==> src/rtl/rggen_rtl_pkg.sv <==
// Shared register-bus types: response status encoding, bus arbiter FSM states
// and a helper for index widths.
package rggen_rtl_pkg;

   typedef enum logic [1:0] {
      RggenOkay   = 2'b00,
      RggenExokay = 2'b01,
      RggenSlverr = 2'b10,
      RggenDecerr = 2'b11
   } rggen_status_e;

   typedef enum logic [1:0] {
      StIdle,
      StAccess,
      StRespond
   } rggen_bus_arbiter_state_e;

   // A single requester still gets a 1-bit index so the ports never collapse.
   function automatic int unsigned rggen_index_width(input int unsigned n);
      return (n > 1) ? $clog2(n) : 1;
   endfunction

endpackage

==> src/rtl/rggen_round_robin_arbiter.sv <==
// Combinational round-robin arbiter: first request at index >= pointer wins,
// otherwise the search wraps to index 0.
module rggen_round_robin_arbiter
   import rggen_rtl_pkg::*;
#(
   parameter int unsigned HOSTS       = 2,
   parameter int unsigned INDEX_WIDTH = rggen_index_width(HOSTS)
) (
   input  logic [HOSTS-1:0]       i_request,
   input  logic [INDEX_WIDTH-1:0] i_pointer,
   output logic [HOSTS-1:0]       o_grant,
   output logic [INDEX_WIDTH-1:0] o_grant_index
);

   logic found;

   always_comb begin
      o_grant       = '0;
      o_grant_index = '0;
      found         = 1'b0;
      for (int i = 0; i < HOSTS; i++) begin
         if (!found && i_request[i] && (i >= int'(i_pointer))) begin
            found         = 1'b1;
            o_grant[i]    = 1'b1;
            o_grant_index = INDEX_WIDTH'(i);
         end
      end
      for (int i = 0; i < HOSTS; i++) begin
         if (!found && i_request[i]) begin
            found         = 1'b1;
            o_grant[i]    = 1'b1;
            o_grant_index = INDEX_WIDTH'(i);
         end
      end
   end

endmodule

==> src/rtl/rggen_bus_arbiter.sv <==
// Round-robin sharing of one downstream register-bus port among HOSTS masters.
// Optional downstream timeout: define RGGEN_BUS_ARBITER_TIMEOUT_EN.
module rggen_bus_arbiter
   import rggen_rtl_pkg::*;
#(
   parameter int unsigned HOSTS         = 2,
   parameter int unsigned ADDRESS_WIDTH = 8,
   parameter int unsigned BUS_WIDTH     = 32,
   parameter int unsigned TIMEOUT       = 255
) (
   input  logic                                 i_clk,
   input  logic                                 i_rst_n,
   input  logic [HOSTS-1:0]                     i_valid,
   input  logic [HOSTS-1:0][ADDRESS_WIDTH-1:0]  i_address,
   input  logic [HOSTS-1:0]                     i_write,
   input  logic [HOSTS-1:0][BUS_WIDTH-1:0]      i_write_data,
   input  logic [HOSTS-1:0][BUS_WIDTH/8-1:0]    i_strobe,
   output logic [HOSTS-1:0]                     o_ready,
   output logic [1:0]                           o_status,
   output logic [BUS_WIDTH-1:0]                 o_read_data,
   output logic                                 o_bus_valid,
   output logic [ADDRESS_WIDTH-1:0]             o_bus_address,
   output logic                                 o_bus_write,
   output logic [BUS_WIDTH-1:0]                 o_bus_write_data,
   output logic [BUS_WIDTH/8-1:0]               o_bus_strobe,
   input  logic                                 i_bus_ready,
   input  logic [1:0]                           i_bus_status,
   input  logic [BUS_WIDTH-1:0]                 i_bus_read_data
);

   localparam int unsigned IndexWidth  = rggen_index_width(HOSTS);
   localparam int unsigned StrobeWidth = BUS_WIDTH / 8;

   if ((HOSTS < 1) || (TIMEOUT < 1)) begin : g_param_check
      $error("rggen_bus_arbiter: HOSTS and TIMEOUT must be at least 1");
   end

   rggen_bus_arbiter_state_e state_q, state_d;
   logic [IndexWidth-1:0]    ptr_q, ptr_d;
   logic [IndexWidth-1:0]    grant_q, grant_d;
   logic [ADDRESS_WIDTH-1:0] addr_q, addr_d;
   logic                     write_q, write_d;
   logic [BUS_WIDTH-1:0]     wdata_q, wdata_d;
   logic [StrobeWidth-1:0]   strobe_q, strobe_d;
   logic [1:0]               status_q, status_d;
   logic [BUS_WIDTH-1:0]     rdata_q, rdata_d;

   logic [HOSTS-1:0]         rr_grant;
   logic [IndexWidth-1:0]    rr_index;
   logic [ADDRESS_WIDTH-1:0] sel_addr;
   logic                     sel_write;
   logic [BUS_WIDTH-1:0]     sel_wdata;
   logic [StrobeWidth-1:0]   sel_strobe;
   logic                     timeout;

   rggen_round_robin_arbiter #(
      .HOSTS       (HOSTS),
      .INDEX_WIDTH (IndexWidth)
   ) u_rr_arbiter (
      .i_request     (i_valid),
      .i_pointer     (ptr_q),
      .o_grant       (rr_grant),
      .o_grant_index (rr_index)
   );

   // AND-OR mux on the one-hot grant.
   always_comb begin
      sel_addr   = '0;
      sel_write  = 1'b0;
      sel_wdata  = '0;
      sel_strobe = '0;
      for (int i = 0; i < HOSTS; i++) begin
         sel_addr   = sel_addr   | ({ADDRESS_WIDTH{rr_grant[i]}} & i_address[i]);
         sel_write  = sel_write  | (rr_grant[i] & i_write[i]);
         sel_wdata  = sel_wdata  | ({BUS_WIDTH{rr_grant[i]}} & i_write_data[i]);
         sel_strobe = sel_strobe | ({StrobeWidth{rr_grant[i]}} & i_strobe[i]);
      end
   end

`ifdef RGGEN_BUS_ARBITER_TIMEOUT_EN
   localparam int unsigned CountWidth =
      ($clog2(TIMEOUT + 1) > 8) ? $clog2(TIMEOUT + 1) : 8;

   logic [CountWidth-1:0] count_q, count_d;

   // Held at zero outside ACCESS, so every access starts counting from zero.
   always_comb begin
      count_d = '0;
      if (state_q == StAccess) begin
         count_d = count_q + CountWidth'(1);
      end
   end

   assign timeout = (state_q == StAccess) && (count_q == CountWidth'(TIMEOUT - 1));

   always_ff @(posedge i_clk or negedge i_rst_n) begin
      if (!i_rst_n) begin
         count_q <= '0;
      end else begin
         count_q <= count_d;
      end
   end
`else
   assign timeout = 1'b0;
`endif

   always_comb begin
      state_d  = state_q;
      ptr_d    = ptr_q;
      grant_d  = grant_q;
      addr_d   = addr_q;
      write_d  = write_q;
      wdata_d  = wdata_q;
      strobe_d = strobe_q;
      status_d = status_q;
      rdata_d  = rdata_q;
      unique case (state_q)
         StIdle: begin
            if (|i_valid) begin
               state_d  = StAccess;
               grant_d  = rr_index;
               addr_d   = sel_addr;
               write_d  = sel_write;
               wdata_d  = sel_wdata;
               strobe_d = sel_strobe;
            end
         end
         StAccess: begin
            // A real response beats a simultaneous timeout.
            if (i_bus_ready) begin
               state_d  = StRespond;
               status_d = i_bus_status;
               rdata_d  = i_bus_read_data;
            end else if (timeout) begin
               state_d  = StRespond;
               status_d = RggenSlverr;
               rdata_d  = '0;
            end
         end
         StRespond: begin
            state_d = StIdle;
            ptr_d   = (grant_q == IndexWidth'(HOSTS - 1)) ? '0 : grant_q + IndexWidth'(1);
         end
         default: begin
            state_d = StIdle;
         end
      endcase
   end

   always_ff @(posedge i_clk or negedge i_rst_n) begin
      if (!i_rst_n) begin
         state_q  <= StIdle;
         ptr_q    <= '0;
         grant_q  <= '0;
         addr_q   <= '0;
         write_q  <= 1'b0;
         wdata_q  <= '0;
         strobe_q <= '0;
         status_q <= '0;
         rdata_q  <= '0;
      end else begin
         state_q  <= state_d;
         ptr_q    <= ptr_d;
         grant_q  <= grant_d;
         addr_q   <= addr_d;
         write_q  <= write_d;
         wdata_q  <= wdata_d;
         strobe_q <= strobe_d;
         status_q <= status_d;
         rdata_q  <= rdata_d;
      end
   end

   always_comb begin
      o_ready = '0;
      for (int i = 0; i < HOSTS; i++) begin
         o_ready[i] = (state_q == StRespond) && (grant_q == IndexWidth'(i));
      end
   end

   assign o_status         = status_q;
   assign o_read_data      = rdata_q;
   assign o_bus_valid      = (state_q == StAccess);
   assign o_bus_address    = addr_q;
   assign o_bus_write      = write_q;
   assign o_bus_write_data = wdata_q;
   assign o_bus_strobe     = strobe_q;

endmodule

==> config.mk <==
export PLATFORM = sky130hd
export DESIGN_NAME = rggen_bus_arbiter
export DESIGN_NICKNAME = d
export VERILOG_FILES = /design/src/rtl/rggen_rtl_pkg.sv /design/src/rtl/rggen_round_robin_arbiter.sv /design/src/rtl/rggen_bus_arbiter.sv
export SDC_FILE = /design/constraint.sdc
export NUM_CORES = 1
export LEC_CHECK = 0
export CAP_MARGIN = 20
export CELL_PAD_IN_SITES_DETAIL_PLACEMENT = 1
export CELL_PAD_IN_SITES_GLOBAL_PLACEMENT = 2
export CORE_MARGIN = 4
export CORE_UTILIZATION = 30
export DETAILED_ROUTE_END_ITERATION = 8
export DONT_BUFFER_PORTS = 1
export GPL_TIMING_DRIVEN = 0
export HOLD_SLACK_MARGIN = 0.06
export MAX_ROUTING_LAYER = met4
export PLACE_DENSITY = 0.72
export SLEW_MARGIN = 20
export SYNTH_ARGS = -nofsm -noshare
export SYNTH_HDL_FRONTEND = slang
export SYNTH_HIERARCHICAL = 1
export SYNTH_SLANG_ARGS = --single-unit
==> constraint.sdc <==
create_clock -name i_clk -period 1.3 [get_ports i_clk]
set_input_delay 0.26 -clock i_clk [delete_from_list [all_inputs] [get_ports i_clk]]
set_output_delay 0.26 -clock i_clk [all_outputs]
set_load 0.005 [all_outputs]
Word level (Yosys, flattened, before mapping) --
Index checks and enable logic that the tools add are counted.
Storage, ports and cells: register bits 83, bits of input ports 129, output and inout bits 82, logic and storage cells 54
Cells by class: $add $sub $neg 1, magnitude comparators 1, equal/unequal tests 4, mux-type cells 12, bitwise gates (word level) 13, reduce and logical (&&, ||, !) cells 14
Operator list (number):
- AND 32 bit | 2
- bitwise OR 32 bit | 1
- AND 8 bit | 2
- two-way mux 1 bit | 9
- AND 4 bit | 2
- bitwise OR 8 bit | 1
- logical AND 1 bit | 6
- AND reduction 2 bit | 3
- two-way mux 2 bit | 2
- bitwise OR 4 bit | 1
- case mux 2 bit (2 select lines) | 1
- zero test 1 bit | 3
- AND 1 bit | 2
- == test 2 x 1 -> 1 bit (second input constant) | 1
- == test 2 bit (second input constant) | 1
- zero test 2 bit | 1
- != test 2 x 1 -> 1 bit (second input constant) | 1
- != test 2 bit (second input constant) | 1
- OR reduction 2 bit | 1
- adder 1 bit (second input constant) | 1
- greater-or-equal comparator 1 bit (first input constant) | 1
- inverter 1 bit | 1
- bitwise OR 1 bit | 1

Longest topological paths before layout --
word-level depth 14, gate-level depth with buffers 6, mapped depth without buffers 4

By module --
Netlist, hierarchy kept.
Modules (own cells, without submodules):
- rggen_bus_arbiter | times used 1, cells each 238, area an instance 3683.5 µm²
- rggen_round_robin_arbiter | times used 1, cells each 4, area an instance 26.3 µm²

Least setup slack after synthesis --
Ideal clock, no wire load.
path type reg2reg, start point reg ptr_q, end point reg addr_q[7], in the netlist o_bus_address[7], library setup time 0.125 ns, data arrival time 1.258 ns, data required time 1.175 ns, slack -0.083 ns, cell stages (with the launch flop) 7, buffers on the path 2, clock period less this slack 1.383 ns, cells stage by stage dfrtp_1 > inv_1 > a21boi_1 > buf_2 > clkbuf_1 > a22o_1 > mux2_2
Between the ends: longest elaborated chain between the ends 14, elaborated cells between the ends (all ways) 17
Ends and longest elaborated chain:
- start, declared | RTL line rggen_bus_arbiter.sv:39 | logic [IndexWidth-1:0] ptr_q, ptr_d;
- start signal, assigned | RTL line rggen_bus_arbiter.sv:163 | ptr_q <= ptr_d;
- greater-or-equal comparator 1 bit * | RTL line rggen_round_robin_arbiter.sv:22 | if (!found && i_request[i] && (i >= int'(i_pointer))) begin
- logical AND 1 bit * | RTL line rggen_round_robin_arbiter.sv:22
- two-way mux 1 bit * | RTL line rggen_round_robin_arbiter.sv:22
- zero test 1 bit | RTL line rggen_round_robin_arbiter.sv:22
- logical AND 1 bit | RTL line rggen_round_robin_arbiter.sv:22
- two-way mux 1 bit | RTL line rggen_round_robin_arbiter.sv:22
- zero test 1 bit | RTL line rggen_round_robin_arbiter.sv:29 | if (!found && i_request[i]) begin
- logical AND 1 bit | RTL line rggen_round_robin_arbiter.sv:29
- two-way mux 1 bit | RTL line rggen_round_robin_arbiter.sv:29
- zero test 1 bit | RTL line rggen_round_robin_arbiter.sv:29
- logical AND 1 bit | RTL line rggen_round_robin_arbiter.sv:29
- two-way mux 1 bit * | RTL line rggen_round_robin_arbiter.sv:29
- via rr_grant[1] | RTL line rggen_bus_arbiter.sv:48 | logic [HOSTS-1:0] rr_grant;
- AND 8 bit * | RTL line rggen_bus_arbiter.sv:73 | sel_addr = sel_addr | ({ADDRESS_WIDTH{rr_grant[i]}} & i_address[i]);
- bitwise OR 8 bit * | RTL line rggen_bus_arbiter.sv:73
- end signal, assigned | RTL line rggen_bus_arbiter.sv:165 | addr_q <= addr_d;
- end, declared | RTL line rggen_bus_arbiter.sv:41 | logic [ADDRESS_WIDTH-1:0] addr_q, addr_d;
Mark *: on every way through the listed nets, which the timed path passes. The rest lies on a longest branch. A chain may end at the register's enable or synchronous reset.

Worst setup path in the final report --
start point reg ptr_q, end point reg strobe_q[2], in the netlist o_bus_strobe[2]
Between the ends: longest elaborated chain between the ends 14, elaborated cells between the ends (all ways) 17
Ends and longest elaborated chain:
- greater-or-equal comparator 1 bit * | RTL line rggen_round_robin_arbiter.sv:22
- logical AND 1 bit * | RTL line rggen_round_robin_arbiter.sv:22
- two-way mux 1 bit * | RTL line rggen_round_robin_arbiter.sv:22
- zero test 1 bit | RTL line rggen_round_robin_arbiter.sv:22
- logical AND 1 bit | RTL line rggen_round_robin_arbiter.sv:22
- two-way mux 1 bit | RTL line rggen_round_robin_arbiter.sv:22
- zero test 1 bit | RTL line rggen_round_robin_arbiter.sv:29
- logical AND 1 bit | RTL line rggen_round_robin_arbiter.sv:29
- two-way mux 1 bit | RTL line rggen_round_robin_arbiter.sv:29
- zero test 1 bit | RTL line rggen_round_robin_arbiter.sv:29
- logical AND 1 bit | RTL line rggen_round_robin_arbiter.sv:29
- two-way mux 1 bit * | RTL line rggen_round_robin_arbiter.sv:29
- via rr_grant[1] | RTL line rggen_bus_arbiter.sv:48
- AND 4 bit * | RTL line rggen_bus_arbiter.sv:76 | sel_strobe = sel_strobe | ({StrobeWidth{rr_grant[i]}} & i_strobe[i]);
- bitwise OR 4 bit * | RTL line rggen_bus_arbiter.sv:76
- end signal, assigned | RTL line rggen_bus_arbiter.sv:168 | strobe_q <= strobe_d;
- end, declared | RTL line rggen_bus_arbiter.sv:44 | logic [StrobeWidth-1:0] strobe_q, strobe_d;
Marked as above.

==> reports/qor.csv <==
metric;value;unit
hpwl;7450;um
post-place-cells;410;
finalCriticalPeriod;1.46;ns
fmax;0.685;GHz
power.share.sequential;42.3;%
cts_tree;done;
finClkSkew;0.00716;ns
power.share.clock;22.1;%
hp-class;input pin to asynchronous set/reset pin;
netlist.area_leader.share;56.0;%
track_usage;16.2;%
clk_path_buf_depth;2;
p_sw_share;30.4;%
yosys-top-cells-area;dfrtp_1, mux2_2, mux2_4;
yosysTopAreaCell;dfrtp_1;
die_area;14200;sq um
place_congestion;0.730;
p_int;8.22;mW
final_area;5050;sq um
grt_max_degree;84;
synth_xor_area_share;0;%
routed_wl;11200;um
via_count;2376;
die_h;119;um
p_switching;3.59;mW
grt_pass1_wl;17000;um
p_comb_share;35.6;%
drv_cap;0;
synth_fa_ha_area_share;0;%
yosysWarnings;6;
drt-initial-drc-count;105;
numClockSinks;83;
worstSetupPathType;flop to flop;
r2r_cells;6;
status;finished with violations;
ant_nets;0;
syn_area;3710;sq um
synth_top_family_by_area;multiplexers;
relSlewSlack;87.3;%
clock_latency;0.34;ns
synth-simple-area-share;1.42;%
avgSynthCellArea;15.3;sq um
end_kind;flop;
gr-total-overflow;0;
ys.flop_type;dfrtp_1;
async_flop_share;100;%
start_kind;flop;
vias_per_cell;4.99;
nFillCells;1194;
finalPower;11.8;mW
clkTransAtPathRegs;0.07;ns
drive_above_1_share;44.5;%
ir_drop;927;uV
crit_arrival;1.68;ns
crit_required;1.52;ns
p_leak;2.36;nW
yosysMostFrequentCell;dfrtp_1;
port_buffers;0;
syn-num-nets;371;
slew_viol_final;0;
ios;211;
drc;0;
cts_buffers;9;
synth_edf_count;0;
area_growth;36.2;%
hold_buffers;34;
p_per_area;2340;nW/um^2
h-tree-depth;3;
violations;negative hold slack, negative setup slack;
die_w;119;um
hold_ws;-0.387;ns
routedWlPerCell;23.6;um
tightestPinTransition;0.190;ns
ys_seq_elements;83;
post_dp_cell_area;3970;sq um
final_cells;476;
ys_types;16;
row_count;40;
core_area;12100;sq um
hold_viol;83;
grt_pass1_vias;2832;
root_buffer;clkbuf_16;
fin_ws;-0.160;ns
antenna_found_initial;0;
dr.pass1.iters;4;
path_max_fanout;7;
yosys-top-cells-count;dfrtp_1, mux2_2, a22o_1;
synth.area.mux_share;27.2;%
syn_inst;242;
n_antenna_cell;0;
start_util;30.8;%
synth_compound_area_share;11.6;%
rsz0062_at_grt;yes;
period_share;112;%
setup_viol;82;
ys_seq_area_share;56.0;%
nets;432;
[metal layers]
metal  routed length, um  GRT usage, %  vias to the layer above
met2                5780          26.7                      126
met3                 950          5.70                       10
met4                 168          5.87                        0
li1                    -             -                     1023
met5                   0             -                        -
met1                4340          18.3                     1217
[layout make-up]
| cell class | count | area, sq um | share of cell area, % |
|---|---|---|---|
| Clock inverter | 6 | 65.1 | 1.29 |
| Tap cell | 168 | 210 | 4.16 |
| Multi-Input combinational cell | 137 | 1570 | 31.1 |
| Timing Repair Buffer | 50 | 523 | 10.4 |
| Inverter | 4 | 15.0 | 0.297 |
| Sequential cell | 83 | 2080 | 41.1 |
| Clock buffer | 10 | 239 | 4.73 |
| Buffer | 18 | 352 | 6.96 |
[cell families after synthesis]
family | count (synthesis)
flip-flops | 83
multiplexers | 80
AO/OA/AOI/OAI | 50
buffers and inverters | 22
AND/OR/NAND/NOR | 7
[power by group through the flow]
| stage | clock network, mW | logic, mW | registers [mW] |
|---|---|---|---|
| finish | 2.61 | 4.20 | 5.00 |
| global route | 2.82 | 4.51 | 5.16 |
| CTS | 2.71 | 4.05 | 5.01 |
| detailed placement | 0 | 3.29 | 5.01 |
| global placement | 0 | 3.11 | 4.97 |
| floorplan | 0 | 2.79 | 4.60 |
[worst paths after layout]
kind,from,end,slack (ns)
worst max-delay path,ptr_q,o_bus_strobe[2],-0.16
worst min-delay path,i_rst_n,o_read_data[24],-0.39
worst max register to register,ptr_q,o_bus_strobe[2],-0.16
worst min register to register,o_bus_write_data[13],o_bus_write_data[13],0.54
max in group asynchronous,i_rst_n,o_bus_write_data[20],1.57
min in group i_clk,i_bus_ready,state_q[0],0.08
[through the flow]
stage          setup WS, ns  util [%]  TNS, ns  hold WS (ns)
3_5_place_dp         -0.256      32.9   -11.65       -0.0334
3_3_place_gp         -0.240      32.9    -9.43       -0.0328
6_report             -0.160      41.9    -7.79        -0.387
4_1_cts              -0.120      41.2    -7.22        -0.406
2_1_floorplan       -0.0286         -    -1.02       -0.0356
5_1_grt              -0.201      41.9   -12.76        -0.409
[cells in the final DEF, fill, tap and decap left out]
cell,count
clkinv_4,2
clkbuf_8,4
inv_2,1
nor2_1,2
buf_6,6
mux2_4,45
a21o_1,2
mux2_2,35
nor3_2,1
a21boi_4,1
clkinvlp_4,1
dfrtp_1,83
a21boi_2,1
clkbuf_16,16
clkinv_2,2
bufinv_16,1
buf_12,4
buf_16,1
dlygate4sd3_1,34
a21boi_1,1
nand2_4,1
nor2b_4,1
a22o_1,45
nor2_2,1
inv_1,3
nand2b_1,1
buf_8,6
buf_4,7
[sequential cells by signal, indices dropped and copies added (netlist names)]
signal and flops:
o_bus_strobe 4, o_bus_address 8, o_bus_write_data 32, o_read_data 32
o_bus_write 1, state_q 2, o_status 2, ptr_q 1
grant_q 1
[timing repair]
item                                    CTS  global route
resized for setup                        45            16
gates cloned                              6             1
endpoints found under the hold margin   117            83
pin swaps                                 3             1
endpoints found under the setup margin   77            82
setup buffers                             8             1
[critical path, stage by stage, from the launching register on]
cell and delay, ns:
dfrtp_1 0.42, inv_2 0.10, a21boi_4 0.06, buf_8 0.15, clkbuf_16 0.16, a22o_1 0.18, mux2_2 0.27
Note: power is estimated with default switching activity, not from simulation.
